### src/rtl/tournament_bp_param_pkg.sv
// Shared types and defaults for the tournament branch predictor.
package tournament_bp_param_pkg;

  // Defaults carried over from the existing predictor configuration.
  localparam int unsigned HISTORY_DEPTH      = 6;
  localparam int unsigned PERF_COUNTER_WIDTH = 32;

  typedef enum logic {
    BP_INIT  = 1'b0,
    BP_READY = 1'b1
  } bp_state_t;

  // Fixed-width part of a resolved-branch update; index/history fields are
  // parameter-sized and travel alongside it.
  typedef struct packed {
    logic        valid;
    logic [31:0] pc;
    logic        taken;
    logic        mispredict;
    logic        local_pr;
    logic        global_pr;
  } bp_update_t;

  function automatic int unsigned max3(input int unsigned a,
                                       input int unsigned b,
                                       input int unsigned c);
    int unsigned m;
    m = (a > b) ? a : b;
    return (m > c) ? m : c;
  endfunction

endpackage

### src/rtl/tournament_bp_param_sat_counter_table.sv
// Table of saturating counters: one combinational read port, one
// inc/dec update port and an initialisation write port (init wins).
module sat_counter_table #(
  parameter int unsigned IDX_W = 6,
  parameter int unsigned CTR_W = 2
) (
  input  logic             clk,
  input  logic [IDX_W-1:0] i_rd_idx,
  output logic [CTR_W-1:0] o_rd_ctr,
  input  logic             i_upd_en,
  input  logic [IDX_W-1:0] i_upd_idx,
  input  logic             i_upd_inc,
  input  logic             i_init_en,
  input  logic [IDX_W-1:0] i_init_idx,
  input  logic [CTR_W-1:0] i_init_val
);

  logic [CTR_W-1:0] r_mem [2**IDX_W];
  logic [CTR_W-1:0] w_cur;
  logic [CTR_W-1:0] w_next;

  assign o_rd_ctr = r_mem[i_rd_idx];

  // Next value of the updated entry, clamped at 0 and all-ones.
  always_comb begin
    w_cur  = r_mem[i_upd_idx];
    w_next = w_cur;
    if (i_upd_inc) begin
      if (w_cur != '1) w_next = w_cur + CTR_W'(1);
    end else begin
      if (w_cur != '0) w_next = w_cur - CTR_W'(1);
    end
  end

  // Table write: initialisation has priority over training updates.
  always_ff @(posedge clk) begin
    if (i_init_en) begin
      r_mem[i_init_idx] <= i_init_val;
    end else if (i_upd_en) begin
      r_mem[i_upd_idx] <= w_next;
    end
  end

endmodule

### src/rtl/tournament_bp_param.sv
// Tournament branch predictor: local-history and gshare components with a
// per-PC chooser, speculative GHR with repair, sequenced table init and
// prediction/mispredict counters.
module tournament_bp_param
  import tournament_bp_param_pkg::*;
#(
  parameter int unsigned HIST_W       = HISTORY_DEPTH,
  parameter int unsigned LHT_IDX_W    = 3,
  parameter int unsigned CHOICE_IDX_W = 3,
  parameter int unsigned CTR_W        = 2,
  parameter int unsigned PERF_W       = PERF_COUNTER_WIDTH
) (
  input  logic              clk,
  input  logic              rst,
  output logic              ready,
  input  logic              pred_valid,
  input  logic [31:0]       pred_pc,
  output logic              pred_taken,
  output logic              pred_local,
  output logic              pred_global,
  output logic [HIST_W-1:0] pred_local_idx,
  output logic [HIST_W-1:0] pred_global_idx,
  output logic [HIST_W-1:0] pred_ghr,
  input  logic              upd_valid,
  input  logic [31:0]       upd_pc,
  input  logic              upd_taken,
  input  logic              upd_mispredict,
  input  logic [HIST_W-1:0] upd_local_idx,
  input  logic [HIST_W-1:0] upd_global_idx,
  input  logic [HIST_W-1:0] upd_ghr,
  input  logic              upd_local_pr,
  input  logic              upd_global_pr,
  output logic [PERF_W-1:0] perf_pred_cnt,
  output logic [PERF_W-1:0] perf_mispred_cnt
);

  localparam int unsigned INIT_W = max3(HIST_W, LHT_IDX_W, CHOICE_IDX_W);
  localparam logic [CTR_W-1:0] CTR_WEAK_NT = {1'b0, {(CTR_W-1){1'b1}}};

  bp_state_t         r_state;
  logic [INIT_W-1:0] r_init_idx;
  logic [HIST_W-1:0] r_ghr;
  logic [PERF_W-1:0] r_perf_pred;
  logic [PERF_W-1:0] r_perf_mispred;
  logic [HIST_W-1:0] r_lht [2**LHT_IDX_W];

  bp_update_t        w_upd;
  logic              w_ready;
  logic              w_init_active;
  logic              w_init_pht;
  logic              w_init_lht;
  logic              w_init_choice;
  logic              w_upd_en;
  logic              w_choice_en;
  logic              w_repair;
  logic [LHT_IDX_W-1:0]    w_pred_lht_idx;
  logic [LHT_IDX_W-1:0]    w_upd_lht_idx;
  logic [CHOICE_IDX_W-1:0] w_pred_choice_idx;
  logic [CHOICE_IDX_W-1:0] w_upd_choice_idx;
  logic [HIST_W-1:0] w_local_idx;
  logic [HIST_W-1:0] w_global_idx;
  logic [CTR_W-1:0]  w_local_ctr;
  logic [CTR_W-1:0]  w_global_ctr;
  logic [CTR_W-1:0]  w_choice_ctr;
  logic              w_final;
  logic              w_unused;

  assign w_upd = '{valid:      upd_valid,
                   pc:         upd_pc,
                   taken:      upd_taken,
                   mispredict: upd_mispredict,
                   local_pr:   upd_local_pr,
                   global_pr:  upd_global_pr};

  assign w_ready       = (r_state == BP_READY);
  assign w_init_active = (r_state == BP_INIT);
  // Smaller tables ignore init indices beyond their depth.
  assign w_init_pht    = w_init_active && ((r_init_idx >> HIST_W) == '0);
  assign w_init_lht    = w_init_active && ((r_init_idx >> LHT_IDX_W) == '0);
  assign w_init_choice = w_init_active && ((r_init_idx >> CHOICE_IDX_W) == '0);

  assign w_upd_en    = w_ready && w_upd.valid;
  assign w_choice_en = w_upd_en && (w_upd.local_pr != w_upd.global_pr);
  assign w_repair    = w_upd_en && w_upd.mispredict;

  assign w_pred_lht_idx    = pred_pc[LHT_IDX_W+1:2];
  assign w_upd_lht_idx     = w_upd.pc[LHT_IDX_W+1:2];
  assign w_pred_choice_idx = pred_pc[CHOICE_IDX_W+1:2];
  assign w_upd_choice_idx  = w_upd.pc[CHOICE_IDX_W+1:2];

  assign w_local_idx  = r_lht[w_pred_lht_idx];
  assign w_global_idx = r_ghr ^ pred_pc[HIST_W+1:2];

  sat_counter_table #(.IDX_W(HIST_W), .CTR_W(CTR_W)) u_local_pht (
    .clk        (clk),
    .i_rd_idx   (w_local_idx),
    .o_rd_ctr   (w_local_ctr),
    .i_upd_en   (w_upd_en),
    .i_upd_idx  (upd_local_idx),
    .i_upd_inc  (w_upd.taken),
    .i_init_en  (w_init_pht),
    .i_init_idx (r_init_idx[HIST_W-1:0]),
    .i_init_val (CTR_WEAK_NT)
  );

  sat_counter_table #(.IDX_W(HIST_W), .CTR_W(CTR_W)) u_global_pht (
    .clk        (clk),
    .i_rd_idx   (w_global_idx),
    .o_rd_ctr   (w_global_ctr),
    .i_upd_en   (w_upd_en),
    .i_upd_idx  (upd_global_idx),
    .i_upd_inc  (w_upd.taken),
    .i_init_en  (w_init_pht),
    .i_init_idx (r_init_idx[HIST_W-1:0]),
    .i_init_val (CTR_WEAK_NT)
  );

  // Chooser counts toward global when global alone was right.
  sat_counter_table #(.IDX_W(CHOICE_IDX_W), .CTR_W(CTR_W)) u_choice (
    .clk        (clk),
    .i_rd_idx   (w_pred_choice_idx),
    .o_rd_ctr   (w_choice_ctr),
    .i_upd_en   (w_choice_en),
    .i_upd_idx  (w_upd_choice_idx),
    .i_upd_inc  (w_upd.global_pr == w_upd.taken),
    .i_init_en  (w_init_choice),
    .i_init_idx (r_init_idx[CHOICE_IDX_W-1:0]),
    .i_init_val (CTR_WEAK_NT)
  );

  assign w_final = w_choice_ctr[CTR_W-1] ? w_global_ctr[CTR_W-1]
                                         : w_local_ctr[CTR_W-1];

  assign ready            = w_ready;
  assign pred_taken       = w_ready & w_final;
  assign pred_local       = w_ready & w_local_ctr[CTR_W-1];
  assign pred_global      = w_ready & w_global_ctr[CTR_W-1];
  assign pred_local_idx   = w_local_idx;
  assign pred_global_idx  = w_global_idx;
  assign pred_ghr         = r_ghr;
  assign perf_pred_cnt    = r_perf_pred;
  assign perf_mispred_cnt = r_perf_mispred;

  assign w_unused = ^{pred_pc, upd_pc, upd_ghr};

  // Local history table: cleared during init, trained with resolved outcomes.
  always_ff @(posedge clk) begin
    if (w_init_lht) begin
      r_lht[r_init_idx[LHT_IDX_W-1:0]] <= '0;
    end else if (w_upd_en) begin
      r_lht[w_upd_lht_idx] <= {r_lht[w_upd_lht_idx][HIST_W-2:0], w_upd.taken};
    end
  end

  // Init sequencer, speculative/repaired GHR and performance counters.
  always_ff @(posedge clk or negedge rst) begin
    if (!rst) begin
      r_state        <= BP_INIT;
      r_init_idx     <= '0;
      r_ghr          <= '0;
      r_perf_pred    <= '0;
      r_perf_mispred <= '0;
    end else begin
      case (r_state)
        BP_INIT: begin
          r_init_idx <= r_init_idx + INIT_W'(1);
          if (r_init_idx == '1) r_state <= BP_READY;
        end
        BP_READY: begin
          if (w_repair) begin
            r_ghr <= {upd_ghr[HIST_W-2:0], w_upd.taken};
          end else if (pred_valid) begin
            r_ghr <= {r_ghr[HIST_W-2:0], w_final};
          end
          if (pred_valid) r_perf_pred <= r_perf_pred + PERF_W'(1);
          if (w_repair) r_perf_mispred <= r_perf_mispred + PERF_W'(1);
        end
        default: r_state <= BP_INIT;
      endcase
    end
  end

endmodule

### config.mk
export PLATFORM = sky130hd
export DESIGN_NAME = tournament_bp_param
export DESIGN_NICKNAME = d
export VERILOG_FILES = /design/src/rtl/tournament_bp_param_pkg.sv /design/src/rtl/tournament_bp_param_sat_counter_table.sv /design/src/rtl/tournament_bp_param.sv
export SDC_FILE = /design/constraint.sdc
export NUM_CORES = 1
export LEC_CHECK = 0
export BUFFER_PORTS_ARGS = -buffer_cell sky130_fd_sc_hd__buf_4
export CAP_MARGIN = 20
export CELL_PAD_IN_SITES_DETAIL_PLACEMENT = 1
export CELL_PAD_IN_SITES_GLOBAL_PLACEMENT = 2
export CORE_ASPECT_RATIO = 1.4
export CORE_UTILIZATION = 47
export CTS_CLUSTER_SIZE = 30
export DETAILED_ROUTE_END_ITERATION = 7
export PLACE_DENSITY_LB_ADDON = 0.1
export SETUP_SLACK_MARGIN = 0.15
export SYNTH_ARGS = -nofsm -noshare
export SYNTH_HDL_FRONTEND = slang
export SYNTH_HIERARCHICAL = 1
export SYNTH_SLANG_ARGS = --single-unit
### constraint.sdc
create_clock -name clk -period 7 [get_ports clk]
set_input_delay 1.05 -clock clk [delete_from_list [all_inputs] [get_ports clk]]
set_output_delay 1.05 -clock clk [all_outputs]
set_load 0.03 [all_outputs]
### Word level (Yosys, flattened, before mapping)

Memories as Yosys holds them, arrays and structs flattened.
Index checks and enable logic that the tools add are counted.

| operators by class | value |
|---|---|
| $add $sub $neg | 9 |
| equality and inequality tests | 6 |
| multiplexer cells | 37 |
| bitwise gates (word level) | 5 |
| reductions and logical operators | 16 |

Operator list:

| kind | count |
|---|---|
| adder 32 x 1 -> 32 bit, second input constant | 2 |
| 2-to-1 mux 6 bit | 5 |
| 2-to-1 mux 2 bit | 12 |
| 2-to-1 mux 1 bit | 18 |
| nonzero test 2 bit | 4 |
| adder 2 x 1 -> 2 bit, second input constant | 3 |
| adder 6 x 1 -> 6 bit, second input constant | 1 |
| equality test 6 bit, second input constant | 1 |
| logical NOT 6 bit | 1 |
| 2-to-1 mux 3 bit | 2 |
| != test 2 bit, second input constant | 3 |
| AND reduction 2 bit | 3 |
| OR reduction 2 bit | 3 |
| OR reduction 6 bit | 1 |
| subtractor 2 x 1 -> 2 bit, second input constant | 3 |
| bitwise XOR 6 bit | 1 |
| logical AND 1 bit | 4 |
| bitwise AND 1 bit | 3 |
| equality test 1 bit | 1 |
| != test 1 bit | 1 |
| inverter 1 bit | 1 |

| word-level totals | value |
|---|---|
| register bits | 77 |
| memory bits (writable) | 320 |
| input bits | 90 |
| logic and storage cells | 82 |
| memories | 4 |

Memories:

| memory | depth | bits a word | rd ports | clocked after Yosys merged registers in | wr ports | RTL line | source |
|---|---|---|---|---|---|---|---|
| u_global_pht.r_mem | 64 | 2 | 2 | 0 | 1 | tournament_bp_param_sat_counter_table.sv:18 | `logic [CTR_W-1:0] r_mem [2**IDX_W];` |
| u_local_pht.r_mem | 64 | 2 | 2 | 0 | 1 | tournament_bp_param_sat_counter_table.sv:18 |  |
| r_lht | 8 | 6 | 2 | 0 | 1 | tournament_bp_param.sv:45 | `logic [HIST_W-1:0] r_lht [2**LHT_IDX_W];` |
| u_choice.r_mem | 8 | 2 | 2 | 0 | 1 | tournament_bp_param_sat_counter_table.sv:18 |  |

### Depth between registers and ports, before layout

| logic depth | value |
|---|---|
| word-level depth | 7 |
| gate-level depth with buffers | 12 |
| mapped depth without buffers | 9 |

### Hierarchy

Netlist, hierarchy kept.

Modules (own cells, without submodules):

| module | instances | cells each | area an instance (um^2) | seq. area each (um^2) |
|---|---|---|---|---|
| sat_counter_table at u_global_pht ... | 2 | 401 | 6482.5 | 3843.7 |
| tournament_bp_param | 1 | 439 | 5820.6 | 3368.2 |
| sat_counter_table at u_choice | 1 | 66 | 917.1 | 480.5 |

### Least setup slack after synthesis

No wires, ideal clock.

| path | value |
|---|---|
| kind | input to register |
| start | input upd_global_idx[1] |
| end | memory u_global_pht.r_mem[0][0], data pin |
| arrival | 4.994 ns |
| setup slack | 1.304 ns |
| stages | 8 |
| path through | buf_2 mux4_2 o22ai_1 nor2_1 o22ai_1 a31o_2 o21ai_0 o21ai_0 |

| on the way | value |
|---|---|
| word-level cells in the longest chain between the ends | 5 |

RTL lines:

| what | RTL line | source |
|---|---|---|
| from (decl) | tournament_bp_param.sv:29 | `input logic [HIST_W-1:0] upd_global_idx,` |
| memory read (64 x 2 bit) * | - |  |
| subtractor 2 x 1 -> 2 bit (tied with other cells) | tournament_bp_param_sat_counter_table.sv:31 | `if (w_cur != '0) w_next = w_cur - CTR_W'(1);` |
| 2-to-1 mux 2 bit, on equally long branches | tournament_bp_param_sat_counter_table.sv:31, tournament_bp_param_sat_counter_table.sv:29 |  |
| 2-to-1 mux 2 bit * | tournament_bp_param_sat_counter_table.sv:28 | `if (i_upd_inc) begin` |
| 2-to-1 mux 2 bit (no source line) * | - |  |
| to (decl) | tournament_bp_param_sat_counter_table.sv:18 |  |

Every way passes the cells marked *; elsewhere a longest branch is shown, timed or not.

### Final worst setup path

| path | value |
|---|---|
| start | input pred_pc[2] |
| end | output pred_taken |

| on the way | value |
|---|---|
| word-level cells in the longest chain between the ends | 4 |

RTL lines:

| what | RTL line | source |
|---|---|---|
| from (decl) | tournament_bp_param.sv:17 | `input logic [31:0] pred_pc,` |
| memory read (8 x 6 bit) | - |  |
| memory read (64 x 2 bit) | - |  |
| net w_local_ctr[1] | tournament_bp_param.sv:62 | `logic [CTR_W-1:0] w_local_ctr;` |
| 2-to-1 mux 1 bit | tournament_bp_param.sv:131 | `assign w_final = w_choice_ctr[CTR_W-1] ? w_global_ctr[CTR_W-1]` |
| bitwise AND 1 bit | tournament_bp_param.sv:135 | `assign pred_taken = w_ready & w_final;` |
| to (decl) | tournament_bp_param.sv:18 | `output logic pred_taken,` |

The timed path passes the listed nets, and every way through them passes these cells.

==> results.sh <==
export IMPL_setup_viol=0
export IMPL_ioPinCount=176
export IMPL_p_clk_frac=0.448
export IMPL_htree_levels=2
export IMPL_share_comb_of_total_power=0.047
export IMPL_dieArea_um2=40600
export IMPL_drv_cap=0
export IMPL_first_iter_violations=722
export IMPL_num_rows=86
export IMPL_grt_pass1_wl_mm=75.35
export IMPL_fill_cells=3747
export IMPL_die_y_um=238.0
export IMPL_post_cts_resized=0
export IMPL_rrSetupSlack_ns=3.25
export IMPL_grt_use_total=0.2518
export IMPL_fin_tns_setup_ns=0
export IMPL_synthToLayoutAreaGrowth_pct=15.14
export IMPL_ctsHoldBuffers=0
export IMPL_p_sw_frac=0.2098
export IMPL_synthCells=1262
export IMPL_detail_route_antenna_nets=0
export IMPL_period_minus_slack_ns=5.627
export IMPL_fp_dieW_um=170.6
export IMPL_clkSinkCount=397
export IMPL_status="completed"
export IMPL_cts_buffer_depth=3
export IMPL_final_util=0.5482
export IMPL_p_per_area_nw_per_um2=234.6
export IMPL_root_buffer="clkbuf_16"
export IMPL_numCtsBuffers=41
export IMPL_final_nets=1465
export IMPL_drc=0
export IMPL_ir_drop_mv=0.2142
export IMPL_drive_gt1_frac=0.2591
export IMPL_dp_hpwl_mm=33.43
export IMPL_ff2ff_path_depth=9
export IMPL_wirelength_mm=49.10
export IMPL_rsz0062_at_grt="no"
export IMPL_period_share=0.8038
export IMPL_critPathKind="in2out"
export IMPL_cts_tree="yes"
export IMPL_wl_per_cell_um=25.40
export IMPL_gp_congestion=0.7897
export IMPL_worstSetupStartpointType="primary input"
export IMPL_drt_pass1_iterations=6
export IMPL_worst_setup_path_end_kind="output pin"
export IMPL_syn_area_um2=18700
export IMPL_yosys_warnings=6
export IMPL_vias=11398
export IMPL_slew_headroom=0.3242
export IMPL_r2r_end="pred_ghr[0]$_DFFE_PN0P_"
export IMPL_grt_max_degree=78
export IMPL_p_switching_mw=1.060
export IMPL_syn_area_per_cell_um2=14.82
export IMPL_worst_r2r_startpoint="r_lht[3][0]$_DFFE_PP_"
export IMPL_leakage_nw=7.406
export IMPL_finalHoldViolCount=0
export IMPL_power_mw=5.052
export IMPL_core_area_um2=39280
export IMPL_skew_ns=0.01409
export IMPL_hp_class="in2async"
export IMPL_antenna_cells=0
export IMPL_floorplan_initialDensity=0.4761
export IMPL_vias_per_cell=5.897
export IMPL_cp_max_fo=17
export IMPL_clkTransAtPathRegs_ns=0.06
export IMPL_arrival_ns=4.58
export IMPL_portBuffers=119
export IMPL_antenna_found_initial=0
export IMPL_p_int_mw=3.992
export IMPL_worst_slew_pin_slew_ns=1.005
export IMPL_critPathRequiredTime_ns=5.95
export IMPL_grt_pass1_vias=12370
export IMPL_slew_viol_final=0
export IMPL_fmax_mhz=177.7
export IMPL_post_cts_buffers=0
export IMPL_seqPwrFrac=0.505
export IMPL_clk_latency_ns=0.55
export IMPL_grt_remaining_overflow=0
-- state kept, by name, indices dropped and copies added, names as in the netlist --
name / count
perf_mispred_cnt: 32
perf_pred_cnt: 32
u_global_pht/r_mem: 128
r_init_idx: 6
ready: 1
u_choice/r_mem: 16
r_lht: 48
u_local_pht/r_mem: 128
pred_ghr: 6
-- per-layer routing --
metal / wire (um) / track usage / part of all wire
met5: 0 / 0 / 0
met4: 1638 / 0.09391 / 0.033
met1: 19420 / 0.3085 / 0.40
met3: 1816 / 0.03002 / 0.037
met2: 26220 / 0.4527 / 0.53
-- power groups by stage --
| stage | registers, mW | clock network (mW) | logic (mW) |
|---|---|---|---|
| 2_1_floorplan | 2.60 | 0 | 0.152 |
| 3_3_place_gp | 2.60 | 0 | 0.236 |
| 3_5_place_dp | 2.60 | 0 | 0.240 |
| 4_1_cts | 2.55 | 2.31 | 0.240 |
| 5_1_grt | 2.55 | 2.37 | 0.257 |
| 6_report | 2.55 | 2.26 | 0.239 |
-- cell type report --
class | instances | area (um^2) | share of cell area
Clock inverter | 18 | 197.7 | 0.009181
Multi-Input combinational cell | 777 | 6817 | 0.3166
Inverter | 23 | 100.1 | 0.004649
Tap cell | 528 | 660.6 | 0.03068
Timing Repair Buffer | 132 | 1018 | 0.04730
Sequential cell | 397 | 11540 | 0.5358
Clock buffer | 58 | 1202 | 0.05584
-- critical path, cell delays in order --
cell,delay (ns)
buf_4,0.31
mux4_2,0.55
mux2_2,0.52
mux4_2,0.53
mux4_2,0.53
mux4_2,0.56
mux2i_1,0.17
nor2_1,0.12
buf_4,0.20
-- how the worst max path moves through the flow --
| stage | start | slack [ns] | depth (start not counted) | end |
|---|---|---|---|---|
| after floorplan | upd_global_idx[1] | 1.30 | 8 | u_global_pht/r_mem[0][0]$_DFFE_PP_ |
| after global placement | pred_pc[2] | 1.36 | 9 | pred_taken |
| after detailed placement | pred_pc[2] | 1.35 | 9 | pred_taken |
| after CTS | pred_pc[2] | 1.32 | 9 | pred_taken |
| after global routing | pred_pc[2] | 1.18 | 9 | pred_taken |
| final | pred_pc[2] | 1.37 | 9 | pred_taken |
-- cells in the final DEF (no fill, tap or decap), types with 11 or more instances in the layout --
| cell | count |
|---|---|
| edfxtp_1 | 320 |
| nor2_1 | 180 |
| mux4_2 | 130 |
| buf_4 | 130 |
| nand2_1 | 87 |
| dfrtp_1 | 77 |
| xnor2_1 | 61 |
| clkbuf_16 | 43 |
| nand3_1 | 37 |
| mux2i_1 | 34 |
| nand4_1 | 30 |
| inv_1 | 22 |
| o22ai_1 | 16 |
| mux2_2 | 15 |
| a21oi_1 | 15 |
| a31oi_1 | 14 |
| nand2b_1 | 14 |
| and3_1 | 13 |
| xor2_1 | 12 |
| o21ai_0 | 11 |
-- stage by stage --
step | setup slack, ns | hold WS (ns) | instance area [um^2] | cells
2_1_floorplan | 1.304 | 0.5366 | 18720 | 1266
3_3_place_gp | 1.357 | 0.4623 | 20080 | 1854
3_5_place_dp | 1.354 | 0.4658 | 20090 | 1855
4_1_cts | 1.323 | 0.4779 | 21490 | 1931
5_1_grt | 1.181 | 0.4654 | 21530 | 1933
6_report | 1.373 | 0.4512 | 21530 | 1933
Power figures use the tool's default switching activity.
